### config.mk
export PLATFORM = sky130hd
export DESIGN_NAME = wb_writeback_unit
export DESIGN_NICKNAME = d
export VERILOG_FILES = /design/src/rtl/wb_writeback_unit.sv
export SDC_FILE = /design/constraint.sdc
export NUM_CORES = 1
export LEC_CHECK = 0
export CORE_ASPECT_RATIO = 0.7
export CORE_MARGIN = 2
export CORE_UTILIZATION = 48
export CTS_CLUSTER_SIZE = 24
export DETAILED_ROUTE_END_ITERATION = 12
export PLACE_DENSITY = 0.88
export SLEW_MARGIN = 5
export SYNTH_ARGS = -nofsm -noshare
export SYNTH_HDL_FRONTEND = slang
export SYNTH_SLANG_ARGS = --single-unit
### constraint.sdc
create_clock -name clk -period 10.7 [get_ports clk]
set_input_delay 2.14 -clock clk [delete_from_list [all_inputs] [get_ports clk]]
set_output_delay 2.14 -clock clk [all_outputs]
set_load 0.05 [all_outputs]
### src/rtl/wb_writeback_unit.sv
// ----------------------------------------------------------------------------
// wb_writeback_unit
//
// Write-back stage that merges ALU results and load-unit responses onto the
// single register-file write port (Wen / Rd_addr / write_data). ALU results
// always win the port. Loads are formatted (sign/zero extended) on acceptance
// and parked in a one-entry buffer until the port is free. The write port is
// driven from registers, and same-cycle forwarding to decode is derived
// combinationally from those registers.
//
// Ports:
//   clk, rst                     clock, asynchronous active-high reset
//   alu_valid/alu_rd/alu_data    ALU result, no backpressure
//   ld_valid/ld_ready            load response handshake
//   ld_rd/ld_funct3/ld_offset    load destination, type and byte offset
//   ld_data                      raw aligned doubleword from data memory
//   ld_err                       one-cycle pulse for an illegal/misaligned load
//   ld_pending/ld_pending_rd     load buffer occupancy and its destination
//   Wen/Rd_addr/write_data       registered register-file write port
//   Rs1_addr/Rs2_addr            decode read addresses
//   Rs1_fwd_hit/Rs2_fwd_hit      forward hit flags (never for x0)
//   Rs1_fwd_data/Rs2_fwd_data    forwarded data (the current write_data)
// ----------------------------------------------------------------------------
module wb_writeback_unit #(
  parameter int XLEN   = 64,
  parameter int REG_AW = 5
) (
  input  logic              clk,
  input  logic              rst,
  input  logic              alu_valid,
  input  logic [REG_AW-1:0] alu_rd,
  input  logic [XLEN-1:0]   alu_data,
  input  logic              ld_valid,
  output logic              ld_ready,
  input  logic [REG_AW-1:0] ld_rd,
  input  logic [2:0]        ld_funct3,
  input  logic [2:0]        ld_offset,
  input  logic [XLEN-1:0]   ld_data,
  output logic              ld_err,
  output logic              ld_pending,
  output logic [REG_AW-1:0] ld_pending_rd,
  output logic              Wen,
  output logic [REG_AW-1:0] Rd_addr,
  output logic [XLEN-1:0]   write_data,
  input  logic [REG_AW-1:0] Rs1_addr,
  input  logic [REG_AW-1:0] Rs2_addr,
  output logic              Rs1_fwd_hit,
  output logic              Rs2_fwd_hit,
  output logic [XLEN-1:0]   Rs1_fwd_data,
  output logic [XLEN-1:0]   Rs2_fwd_data
);

  logic              alu_win;
  logic              buf_full;
  logic [REG_AW-1:0] buf_rd;
  logic [XLEN-1:0]   buf_data;

  logic              ld_fire;
  logic              ld_bad;
  logic              ld_store;
  logic              drain;
  logic [XLEN-1:0]   shifted;
  logic [XLEN-1:0]   fmt_data;

  // ALU writes to x0 are dropped and never take the port.
  assign alu_win = alu_valid && (alu_rd != '0);

  // The buffer can always accept when it drains this same cycle.
  assign ld_ready = !buf_full || !alu_win;
  assign ld_fire  = ld_valid && ld_ready;
  assign drain    = buf_full && !alu_win;

  // Load formatting: bring the addressed field down to bit 0, then extend.
  // funct3[2] selects zero extension, funct3[1:0] selects the access size.
  always_comb begin
    shifted  = ld_data >> {ld_offset, 3'b000};
    fmt_data = shifted;
    ld_bad   = 1'b0;
    case (ld_funct3[1:0])
      2'd0: begin
        fmt_data = {{(XLEN-8){!ld_funct3[2] && shifted[7]}}, shifted[7:0]};
      end
      2'd1: begin
        fmt_data = {{(XLEN-16){!ld_funct3[2] && shifted[15]}}, shifted[15:0]};
        ld_bad   = ld_offset[0];
      end
      2'd2: begin
        fmt_data = {{(XLEN-32){!ld_funct3[2] && shifted[31]}}, shifted[31:0]};
        ld_bad   = |ld_offset[1:0];
      end
      default: begin
        fmt_data = shifted;
        ld_bad   = (|ld_offset) || ld_funct3[2];
      end
    endcase
  end

  // Loads to x0 and erroneous loads complete the handshake but are not kept.
  assign ld_store = ld_fire && !ld_bad && (ld_rd != '0);

  // Load buffer: a new accept may coincide with a drain, keeping it full.
  always_ff @(posedge clk or posedge rst) begin
    if (rst) begin
      buf_full <= 1'b0;
      buf_rd   <= '0;
      buf_data <= '0;
    end else begin
      if (ld_store) begin
        buf_full <= 1'b1;
        buf_rd   <= ld_rd;
        buf_data <= fmt_data;
      end else if (drain) begin
        buf_full <= 1'b0;
      end
    end
  end

  // Error pulse follows the accepting cycle by one clock.
  always_ff @(posedge clk or posedge rst) begin
    if (rst) begin
      ld_err <= 1'b0;
    end else begin
      ld_err <= ld_fire && ld_bad;
    end
  end

  // Register-file write port: ALU first, then the buffered load.
  always_ff @(posedge clk or posedge rst) begin
    if (rst) begin
      Wen        <= 1'b0;
      Rd_addr    <= '0;
      write_data <= '0;
    end else begin
      if (alu_win) begin
        Wen        <= 1'b1;
        Rd_addr    <= alu_rd;
        write_data <= alu_data;
      end else if (buf_full) begin
        Wen        <= 1'b1;
        Rd_addr    <= buf_rd;
        write_data <= buf_data;
      end else begin
        Wen        <= 1'b0;
      end
    end
  end

  assign ld_pending    = buf_full;
  assign ld_pending_rd = buf_full ? buf_rd : '0;

  // Forwarding covers the cycle before the register file write is visible.
  assign Rs1_fwd_hit  = Wen && (Rd_addr == Rs1_addr) && (Rs1_addr != '0);
  assign Rs2_fwd_hit  = Wen && (Rd_addr == Rs2_addr) && (Rs2_addr != '0);
  assign Rs1_fwd_data = write_data;
  assign Rs2_fwd_data = write_data;

endmodule

==> run metrics, run 1 <==
DR vias/cell=5.523; post-synthesis sequential element count=141; Lkg Pwr=4.967 nW; layout cell share with drive strength beyond 1=7.019%; Worst Setup End Kind=primary output; placer congestion estimate=0.9437; die height=118.8 um; total vias in the final route=7682; Worst EP arrival=4.62 ns; initial antenna violation count=2; status=completed; Synthesis Warnings=0; CTS H-tree depth=4; Cell Area, Synth=0.009037 mm2; highest net fanout along the worst path=66; fmax=148.0 MHz; Final Hold Fails=0; fin crit share=63.14%; GRT Overall Usage=28.25%; max-slew violation count=0; CTS tree=yes; Initial DRT Pass Iterations=6; Place WS=3.940 ns; RSZ-0062 raised after global routing=false; core footprint=0.01821 mm2; vias in the first global route=7371; Core Util, Final=67.87%; routed length per instance=20.46 um; Post-synth EDFFs=0; Routed Antenna Nets=0; die area=0.01996 mm2; TritonCTS Buffers=17; I/O pin count=366; clk_skew=0.009675 ns; die width=168.0 um; root buffer cell=clkbuf_16; Area Growth Syn to Fin=36.76%; Final setup violation count=0; first-pass GRT wire length=43.13 mm; Detailed Place HPWL=21.24 mm; post-cts resize count=0; latest clock arrival within the worst-skew pair=0.42 ns; Clock Sinks=141; Final WS setup=3.944 ns; drt drc=0; Remaining Overflow, GRT=0; largest net degree at the start of global routing=90; cts hold-fix bufs=0; sequential fraction of the synthesis area=39.04%; CP Data Required Time=8.56 ns; Post-Synthesis Cells=948; PD cells=197.2 mW/mm2; input/output buffers=365; maxcap violations=0; Relative slew margins=27.56%; initial core utilization=49.63%; Iter 0 DRT Violations=786; Setup Crit Path Kind=input pin to primary output; Worst Hold Class=flop to flop; post-CTS setup buffers=0; Routed WL=28.46 mm; crit path launch type=input pin; num rows=41; Clock Tree Buf Depth=2; post-synth cell types=41; dominant synthesized flop cell=dfrtp_1; total negative setup slack=0 ns; Final Net Count=1299; Async SR Flop Fraction=100.0%; peak supply drop=0.1095 mV; Avg Cell Area, Syn=9.533 um2; Least-Margin Pin Slew=1.087 ns; Final min period=6.756 ns; clock slew at reported path FFs=0.06 ns; Post-Syn Nets=1106
layer usage:
metal / global-route usage, % / vias up / wire, um
met4: 8.533 / 2 / 639
met5: 0 / - / 13
met1: 39.26 / 3641 / 12360
met2: 43.67 / 393 / 13010
met3: 7.033 / 48 / 2437
li1: - / 3598 / -
cell usage in the layout, fill, tap and decap left out, drive strengths merged, types with 11 or more instances in the layout:
cell type      count
a21oi            103
a31oi             18
buf               12
clkbuf            19
clkdlybuf4s50    362
dfrtp            141
mux2i            128
mux4              14
nand2             61
nand3b            11
nor2             109
nor2b             14
o21ai             33
o22a              39
layout make-up:
class,count,area [um2]
sequential,141,3532
multi-input combinational,602,4175
fill,1407,5852
clock buffer,19,432.9
antenna,1,2.502
inverter,5,23.77
tap,236,295.3
timing repair buffer,374,3709
clock inverter,13,188.9
Yosys cell counts (all sizes together), types with 10 or more instances:
cell    instances  share of area, %
nor2          109               4.5
mux4           14               3.5
nor2b          14              0.97
dfrtp         141                39
mux2i         128                14
buf           171                13
nand3b         11              0.91
o22a           39               3.8
a21oi         103               5.7
clkbuf         29               1.2
a31oi          18               1.9
nand2          61               2.5
o21ai          33               1.8
nand3          10              0.55
worst max-delay path, stage by stage:
cell and delay, ns:
clkdlybuf4s50_1 0.43, nor3_1 0.26, nand2_1 0.14, nand2_4 0.49, inv_1 0.22, nand2_1 0.11
clkdlybuf4s50_1 0.81
sequential cells by signal, summed over array words and instances (netlist names):
signal	count
Rd_addr	5
buf_data	64
ld_err	1
ld_pending	1
Wen	1
Rs1_fwd_data	64
buf_rd	5
through the flow:
step / area (um2) / std cells / hold slack, ns / total power, W
after floorplan: 9037 / 948 / 0.4720 / 0.001527
after global placement: 11740 / 1358 / 0.4810 / 0.001801
after detailed placement: 11740 / 1358 / 0.4907 / 0.001817
after CTS: 12360 / 1390 / 0.5057 / 0.002449
after global routing: 12360 / 1390 / 0.5170 / 0.002534
final: 12360 / 1391 / 0.5033 / 0.002437
logic make-up after synthesis:
family / synth area share, %
flip-flops: 39.04
buffers and inverters: 14.91
AO/OA/AOI/OAI: 15.58
multiplexers: 18.29
XOR/XNOR: 0.7753
AND/OR/NAND/NOR: 11.41
where the power goes:
| part | leakage (nW) | switching (W) | internal (W) |
|---|---|---|---|
| logic | 3.06 | 0.000663 | 0.000388 |
| registers | 1.61 | 0.000115 | 0.000643 |
| clock network | 0.298 | 0.000236 | 0.000392 |
| total | 4.97 | 0.00101 | 0.00142 |
final timing paths:
| path | to | start | slack, ns | cells after the start |
|---|---|---|---|---|
| worst max register to register | buf_data[11] | ld_pending | 7.39 | 7 |
| max in group asynchronous | ld_pending | rst | 7.00 | 3 |
| worst max-delay path | ld_ready | alu_rd[0] | 3.94 | 7 |
| worst min register to register | buf_rd[0] | buf_rd[0] | 0.50 | 1 |
| worst min-delay path | buf_rd[0] | buf_rd[0] | 0.50 | 1 |
| min in group asynchronous | Rs1_fwd_data[59] | rst | 2.15 | 2 |
Power figures use the tool's default switching activity.
==> inputs of run 2 (changes only) <==
--- a/config.mk
+++ b/config.mk
@@ -7,10 +7,10 @@
 export LEC_CHECK = 0
 export CORE_ASPECT_RATIO = 0.7
 export CORE_MARGIN = 2
-export CORE_UTILIZATION = 48
+export CORE_UTILIZATION = 44
 export CTS_CLUSTER_SIZE = 24
 export DETAILED_ROUTE_END_ITERATION = 12
-export PLACE_DENSITY = 0.88
+export PLACE_DENSITY = 0.81
 export SLEW_MARGIN = 5
 export SYNTH_ARGS = -nofsm -noshare
 export SYNTH_HDL_FRONTEND = slang
==> constraint.sdc (replaced) <==
create_clock -name clk -period 6.5 [get_ports clk]
set_input_delay 1.3 -clock clk [delete_from_list [all_inputs] [get_ports clk]]
set_output_delay 1.3 -clock clk [all_outputs]
set_load 0.05 [all_outputs]
==> run 2 against run 1 <==
First-iteration DRC count fell by 31%. Die area grew 8.8%. Flip-flop and latch count unchanged. Worst setup slack worse by 2.0 ns. Power grew 63%. Via count shrank 0.36%. Count of clock-buffer cells in the layout fell by 1. Critical path type unchanged. Critical endpoint unchanged. Largest cell class unchanged. Highest routed layer is now met4.
==> run metrics, run 2 (same netlist as run 1, synthesis figures left out) <==
Core Util, Final=62.05% (-5.8 points); Iter 0 DRT Violations=540 (-31%); Routed Antenna Nets=0 (unchanged); total negative setup slack=0 ns (unchanged); I/O pin count=366 (unchanged); initial antenna violation count=0 (-2); DR vias/cell=5.379 (-2.6%); Final min period=4.528 ns; TritonCTS Buffers=17 (unchanged); Worst path max stage delay=0.81 ns (about the same); n_diodes=0 (-1); clk_skew=0.008213 ns (-0.001462 ns); initial core utilization=45.28% (-4.3 points); Initial DRT Pass Iterations=5 (-1); cts hold-fix bufs=0 (unchanged); CP Data Required Time=5.20 ns (-3.36 ns); Clock Sinks=141 (unchanged); routed length per instance=19.78 um (-3.3%); Total Power=0.003969 W (+63%); post-route cell area=0.01239 mm2 (+0.21%); Routed WL=28.15 mm (-1.1%); RSZ-0062 raised after global routing=false; placer congestion estimate=0.8640 (-8.4%); Comb power frac=43.5% (+0.4 points); Remaining Overflow, GRT=0 (unchanged); CP Depth=7 (unchanged); input/output buffers=365 (unchanged); Detailed Place HPWL=21.13 mm (-0.51%); largest net degree at the start of global routing=122 (+36%); PD cells=320.4 mW/mm2 (+62%); maxcap violations=0 (unchanged); latest clock arrival within the worst-skew pair=0.43 ns (about the same); clock slew at reported path FFs=0.06 ns (about the same); Clock Tree Buf Depth=2 (unchanged); Clock power frac=25.2% (-0.6 points); die area=0.02172 mm2 (+8.8%); Place WS=1.987 ns (-1.953 ns); highest net fanout along the worst path=6 (-91%); leading cell type in the layout, fill and taps excluded=clkdlybuf4s50_1; crit path launch type=input pin; peak supply drop=0.1676 mV (+53%); root buffer cell=clkbuf_16; Int Pwr=0.002302 W (+62%); cells on worst reg2reg path=7 (unchanged); GRT Overall Usage=25.48% (-2.8 points); Area Growth Syn to Fin=37.05%; die height=123.9 um (+4.3%); Final Net Count=1299 (unchanged); switching part of the total=42.00% (+0.38 points); Relative slew margins=46.01% (+18 points); Final WS setup=1.972 ns (-1.972 ns); drt drc=0 (unchanged); Cell Area, Placed=0.01179 mm2 (+0.47%); first-pass GRT wire length=41.78 mm (-3.1%); die width=175.3 um (+4.3%); max-slew violation count=0 (unchanged); R2R Setup Slk=3.39 ns (-4.00 ns); core footprint=0.01996 mm2 (+9.6%); total vias in the final route=7654 (-0.36%); hold path cells=1 (unchanged); fin crit share=69.66%; Cell Chain, Critical Path=clkdlybuf4s50_1 -> nor3_1 -> nand2_1 -> nand2_4 -> inv_1 -> nand2_1 -> clkdlybuf4s50_1; Reg power frac=31.3% (+0.2 points); layout cell share with drive strength beyond 1=7.025% (about the same); Lkg Pwr=4.955 nW (-0.24%); slowest CP cell=clkdlybuf4s50_1; num rows=43 (+4.9%); post-cts resize count=0 (unchanged); Final Hold Fails=0 (unchanged); Final setup violation count=0 (unchanged); Least-Margin Pin Slew=0.8099 ns (-0.2767 ns); post-CTS setup buffers=0 (unchanged); CTS H-tree depth=4 (unchanged); status=completed; fmax=220.9 MHz; CTS tree=yes; Worst EP arrival=3.23 ns (-1.39 ns); NetSw=0.001667 W (+64%); commonest non-fill, non-tap cells in the layout=clkdlybuf4s50_1 (362), dfrtp_1 (140), mux2i_1 (128); vias in the first global route=7246 (-1.7%); Setup Crit Path Kind=input pin to primary output; Worst Hold Class=flop to flop; Worst Setup End Kind=primary output; cell family with most CP delay=buffers and inverters; CP Buf/Inv Count=3 (unchanged)
run 2: worst paths after layout:
kind,start,endpoint
setup reg to reg,ld_pending,buf_data[9]
hold reg to reg,buf_rd[4],buf_rd[4]
setup / recovery,alu_rd[0],ld_ready
max in group asynchronous,rst,buf_data[37]
min in group asynchronous,rst,Rs1_fwd_data[1]
hold / removal,buf_rd[4],buf_rd[4]
run 2: final cells by class:
type / count / area [um2]
fillers: 1669 / 7575
multi-input cells: 602 / 4175
repair buffers: 374 / 3721
flip-flops and latches: 141 / 3532
clock buffers: 18 / 429.2
well taps: 270 / 337.8
clock inverters: 13 / 166.4
inverters: 5 / 23.77
run 2: power groups by stage:
stage | clock (W) | sequential, W | combinational, W
floorplan | 0 | 0.00142 | 0.00109
global placement | 0 | 0.00126 | 0.00171
detailed placement | 0 | 0.00126 | 0.00172
CTS | 0.00102 | 0.00125 | 0.00173
global route | 0.00106 | 0.00127 | 0.00180
finish | 0.00100 | 0.00124 | 0.00172
run 2: per-stage QoR:
stage	instances	hold slack [ns]
floorplan	948	0.4720
global placement	1392	0.4820
detailed placement	1392	0.4888
CTS	1423	0.5034
global route	1423	0.5168
finish	1423	0.4987
run 2: metal layers:
metal	global-route usage (%)	share of wire (%)	routed length [um]
met4	5.938	1.3	358
met1	35.59	45	12640
met3	6.624	8.3	2345
met2	39.94	45	12800
met5	0	0	0
==> patch 1 (config.mk and constraints of run 2) <==
`REG_AW`: 5 -> 4.
--- a/src/rtl/wb_writeback_unit.sv
+++ b/src/rtl/wb_writeback_unit.sv
@@ -25,3 +25,3 @@
   parameter int XLEN   = 64,
-  parameter int REG_AW = 5
+  parameter int REG_AW = 4
 ) (
Ports: changed (6 resized); port bits go from 366 to 360. No check against the original RTL was run, so the function may have changed too.
==> patch 1 against run 2 <==
Sequential share of layout area is 0.76 points lower. Final cell count about the same. Count of clock-buffer cells in the layout decreased by 1. Synthesized area rose by 3.1%. Non-clock buffer count down 5. Total power up 1.0%. Global-route usage increased by 1.4 points. Design area rose by 1.3%. Maximum frequency is essentially flat. Sequential cell count shrank 2. Hold slack is essentially flat. Wire length up 8.7%. Worst setup slack is essentially flat. Largest power group unchanged. Highest routed layer unchanged.
==> patch 1: results (changes against run 2) <==
[cts]
worstSkewPairLatency_ns = 0.43  ; about the same
path_clk_slew_ns = 0.06  ; about the same

[finish]
drive_above_1_share_pct = 7.25  ; +0.22 points
num-fill-cells = 1762  ; +5.6%
nets = 1286  ; -1.0%

[placed_design]
place_hpwl_mm = 21.8  ; +3.4%
pre_cts_slack_ns = 1.98  ; -0.00845 ns
io_buffer_count = 359  ; -1.6%
gp_congestion = 0.940  ; +8.7%

[grt]
antenna_found_initial = 2  ; +2
grt_pass1_vias = 7993  ; +10%
grtUsageTotal_pct = 26.9  ; +1.4 points
grt_pass1_wl_mm = 46.3  ; +11%
grt_max_degree = 90  ; -26%

[detailed_routing]
drt-pass1-iter-count = 6  ; +1
dr.first_iter.drc_count = 860  ; +59%
vias = 8268  ; +8.0%

[logic_synthesis]
synthDistinctLibCells = 49  ; +20%
netlist_top_cells_count = mux2i_1 (141), dfrtp_1 (139), buf_4 (133), o21ai_0 (89), nand2_1 (80)
synth-seq-area-share_pct = 37.3  ; -1.7 points
synthTopCellsByArea = dfrtp_1 (37%), mux2i_1 (15%), buf_4 (11%), o21ai_0 (4.8%), a41oi_1 (4.3%)
synth_nets = 1117  ; +0.99%

[critical_path]
max_stage_delay_ns = 0.82
worstPathMaxFanout = 3  ; -3

[sta]
skew_ns = 0.00991  ; +0.00170 ns
worst_slew_pin_slew_ns = 1.20  ; +0.386 ns

[pwr]
vdd_drop_max_v = 0.000164  ; -1.9%
leakage_uw = 0.00496  ; +0.16%

[run_status]
status = completed

## patch 1: cell types whose count changed after synthesis, sizes merged, moves of 13 or more
cell,before,now
nor2,109,16
o21ai,33,90
a41oi,0,48
a21oi,103,63
o22a,39,0
nand2,61,80
mux2i,128,141
## patch 1: report_power, final
group          total, µW  internal (µW)  switching [µW]
combinational       1760            633            1130
sequential          1240           1040             196
clock               1010            603             405
## patch 1: final cells by class
type / count / share of cell area, %
Multi-Input combinational cell: 603 / 35.5
Timing Repair Buffer: 369 / 29.1
Sequential cell: 139 / 27.8
Clock buffer: 17 / 3.39
Tap cell: 276 / 2.75
Clock inverter: 15 / 1.38
Inverter: 2 / 0.0998
Antenna cell: 1 / 0.0200
## patch 1: path summary, 6_finish.rpt
check / startpoint / endpoint / slack [ns] / cells after the start
setup / recovery: alu_rd[0] / ld_ready / 1.97 / 4
max in group asynchronous: rst / buf_data[9] / 3.82 / 3
setup reg to reg: ld_pending / buf_rd[2] / 3.68 / 5
min in group asynchronous: rst / Rs1_fwd_data[36] / 1.42 / 2
hold reg to reg: buf_rd[1] / buf_rd[1] / 0.50 / 1
hold / removal: buf_rd[1] / buf_rd[1] / 0.50 / 1
## patch 1: through the flow
| stage | power (µW) | utilization (%) | hold WS (ns) | area [µm²] | std cells |
|---|---|---|---|---|---|
| 2_1_floorplan | 2520 | - | 0.471 | 9320 | 963 |
| 3_3_place_gp | 2980 | 57.5 | 0.484 | 11900 | 1389 |
| 3_5_place_dp | 3010 | 57.5 | 0.489 | 11900 | 1389 |
| 4_1_cts | 4030 | 60.4 | 0.504 | 12500 | 1421 |
| 5_1_grt | 4170 | 60.4 | 0.516 | 12500 | 1422 |
| 6_report | 4010 | 60.4 | 0.499 | 12500 | 1422 |
## patch 1: metal layers
layer	up-vias	routed length, µm	GRT usage [%]
li1	3750	-	-
met1	3965	13200	38.3
met2	507	13900	40.6
met3	46	2840	5.71
met4	0	733	9.02
met5	-	0	0
## patch 1: kinds of logic after synthesis
group / count (synthesis) / share of synthesized area (%)
muxes: 166 / 19.5
DFF: 139 / 37.3
AOI/OAI and AO/OA: 282 / 19.9
xor gates and xnor gates: 6 / 0.564
and+or+nand+nor: 149 / 7.50
buffers and inverters: 221 / 15.2
==> patch 2 (flow settings as in run 2) <==
Made on the original files. Add an input register stage for `ld_offset`, with the module's reset; this delays it by one clock. The other inputs are not delayed to match.
--- a/src/rtl/wb_writeback_unit.sv
+++ b/src/rtl/wb_writeback_unit.sv
@@ -52,2 +52,12 @@
 
+  logic [2:0] ld_offset_q;
+
+  always_ff @(posedge clk or posedge rst) begin
+    if (rst) begin
+      ld_offset_q <= '0;
+    end else begin
+      ld_offset_q <= ld_offset;
+    end
+  end
+
   logic              alu_win;
@@ -75,3 +85,3 @@
   always_comb begin
-    shifted  = ld_data >> {ld_offset, 3'b000};
+    shifted  = ld_data >> {ld_offset_q, 3'b000};
     fmt_data = shifted;
@@ -84,3 +94,3 @@
         fmt_data = {{(XLEN-16){!ld_funct3[2] && shifted[15]}}, shifted[15:0]};
-        ld_bad   = ld_offset[0];
+        ld_bad   = ld_offset_q[0];
       end
@@ -88,3 +98,3 @@
         fmt_data = {{(XLEN-32){!ld_funct3[2] && shifted[31]}}, shifted[31:0]};
-        ld_bad   = |ld_offset[1:0];
+        ld_bad   = |ld_offset_q[1:0];
       end
@@ -92,3 +102,3 @@
         fmt_data = shifted;
-        ld_bad   = (|ld_offset) || ld_funct3[2];
+        ld_bad   = (|ld_offset_q) || ld_funct3[2];
       end
Formal check against the unedited RTL: not equivalent (a bounded check fails within 4 cycles, from zero or initial values and one cycle with rst high).
==> patch 2 against run 2 <==
Total power fell by 1.1%. Worst setup slack got worse by 0.38 ns. Synthesized cell count did not move. Sequential cell count rose by 3. Design area rose by 0.11%. Synthesized area fell by 0.93%. Wire length rose by 1.6%. Core utilization rose by 0.24 points. Critical endpoint unchanged.
==> patch 2: results (changes against run 2) <==
[run_status]
status = completed

[cts]
cts_made_buffers = 17  ; unchanged
htreeDepth = 4  ; unchanged
clk_root_buffer_cell = clkbuf_16

[placed_design]
io_buffer_count = 365  ; unchanged
placed_area_mm2 = 0.0118  ; +0.16%
gp_congestion = 0.897  ; +3.8%
pre_cts_slack_ns = 1.57  ; -0.420 ns
place_inst = 1396  ; +0.29%
place_hpwl_mm = 21.1  ; -0.38%

[detailed_routing]
vias_per_cell = 5.47  ; +1.7%
top_layer_used = met5
dr.first_iter.drc_count = 724  ; +34%
drt-total-wl_mm = 28.6  ; +1.6%
wl_met1_mm = 12.3  ; -2.5%
route.met3.wl_mm = 2.40  ; +2.5%
wl_per_cell_um = 20.0  ; +1.3%
met2RoutedLength_mm = 13.3  ; +3.5%

[logic_synthesis]
synthFlopType = dfrtp_1
synth-seq-cells = 144  ; +2.1%
netlist_top_cells_count = dfrtp_1 (144), buf_4 (135), nand2_1 (129), mux2i_1 (122), o21ai_0 (90)
synthTopCellsByArea = dfrtp_1 (40%), mux2i_1 (14%), buf_4 (11%), nand2_1 (5.4%), o21ai_0 (5.0%)
synth_nets = 1106  ; unchanged
synth.cell_area_mm2 = 0.00895  ; -0.93%
synth-seq-area-share_pct = 40.2  ; +1.2 points
synthDistinctLibCells = 43  ; +4.9%

[grt]
grt_pass1_wl_mm = 43.5  ; +4.2%
grt.met1_usage_pct = 34.8  ; -0.80 points
grtUsageTotal_pct = 26.5  ; +0.99 points
grt.busiest_layer = met2
met3_usage_pct = 7.69  ; +1.1 points
grt_pass1_vias = 7579  ; +4.6%
grt_max_degree = 124  ; +1.6%
antenna_found_initial = 2  ; +2
grt_use_met2_pct = 42.4  ; +2.4 points

[finish]
num-fill-cells = 1658  ; -0.66%
register_area_mm2 = 0.00361  ; +2.2%
bufAreaShareNonClock_pct = 30.2  ; +0.13 points
nMultiInputCombCells = 600  ; -0.33%
nets = 1303  ; +0.31%
final.clkbuf_count = 22  ; +4
nNonClkInverters = 7  ; +2
post-route-util_pct = 62.3  ; +0.24 points
multi_input_area_share_pct = 33.0  ; -0.74 points
drive_above_1_share_pct = 6.48  ; -0.54 points
buffers = 375  ; +0.27%
final-clk-cell-share_pct = 4.76  ; -0.046 points

[sta]
skew_ns = 0.00711  ; -0.00111 ns
max-slew-margin-rel_pct = 36.6  ; -9.4 points

[critical_path]
worstPathMaxFanout = 53  ; +47
max_stage_delay_ns = 0.83  ; +0.02 ns
crit_family = buffers and inverters

[pwr]
power_density_mw_per_mm2 = 316  ; -1.2%
leakage_uw = 0.00502  ; +1.2%
p_sw_uw = 1630  ; -2.4%
vdd_drop_max_v = 0.000160  ; -4.6%
power_combinational_uw = 1670  ; -3%

-- patch 2: cell types whose count changed after synthesis, moves of 5 or more --
cell      change
clkbuf_1     +12
o21ai_0      +58
a21oi_1      -70
o221ai_1      +9
mux2i_1       -6
nand2_1      +68
buf_2        -14
o31ai_1       -8
a211o_1       +5
mux2_2       +10
nor2_1       -68
a31oi_2      -10
a31oi_1      +10
-- patch 2: path summary, 6_finish.rpt --
check	to	slack, ns	from	cells past startpoint
hold / removal	buf_rd[2]	0.50	buf_rd[2]	1
setup / recovery	ld_ready	1.59	alu_rd[1]	5
hold reg to reg	buf_rd[2]	0.50	buf_rd[2]	1
setup reg to reg	buf_data[12]	3.31	ld_offset_q[1]	7
max in group asynchronous	buf_data[0]	3.87	rst	3
min in group asynchronous	Rs1_fwd_data[24]	1.45	rst	2
-- patch 2: cells by family after synthesis --
group / synth area share (%)
AO/OA/AOI/OAI: 15.2
XOR/XNOR: 0.783
buffers and inverters: 14.5
flip-flops: 40.2
multiplexers: 18.0
AND/OR/NAND/NOR: 11.2
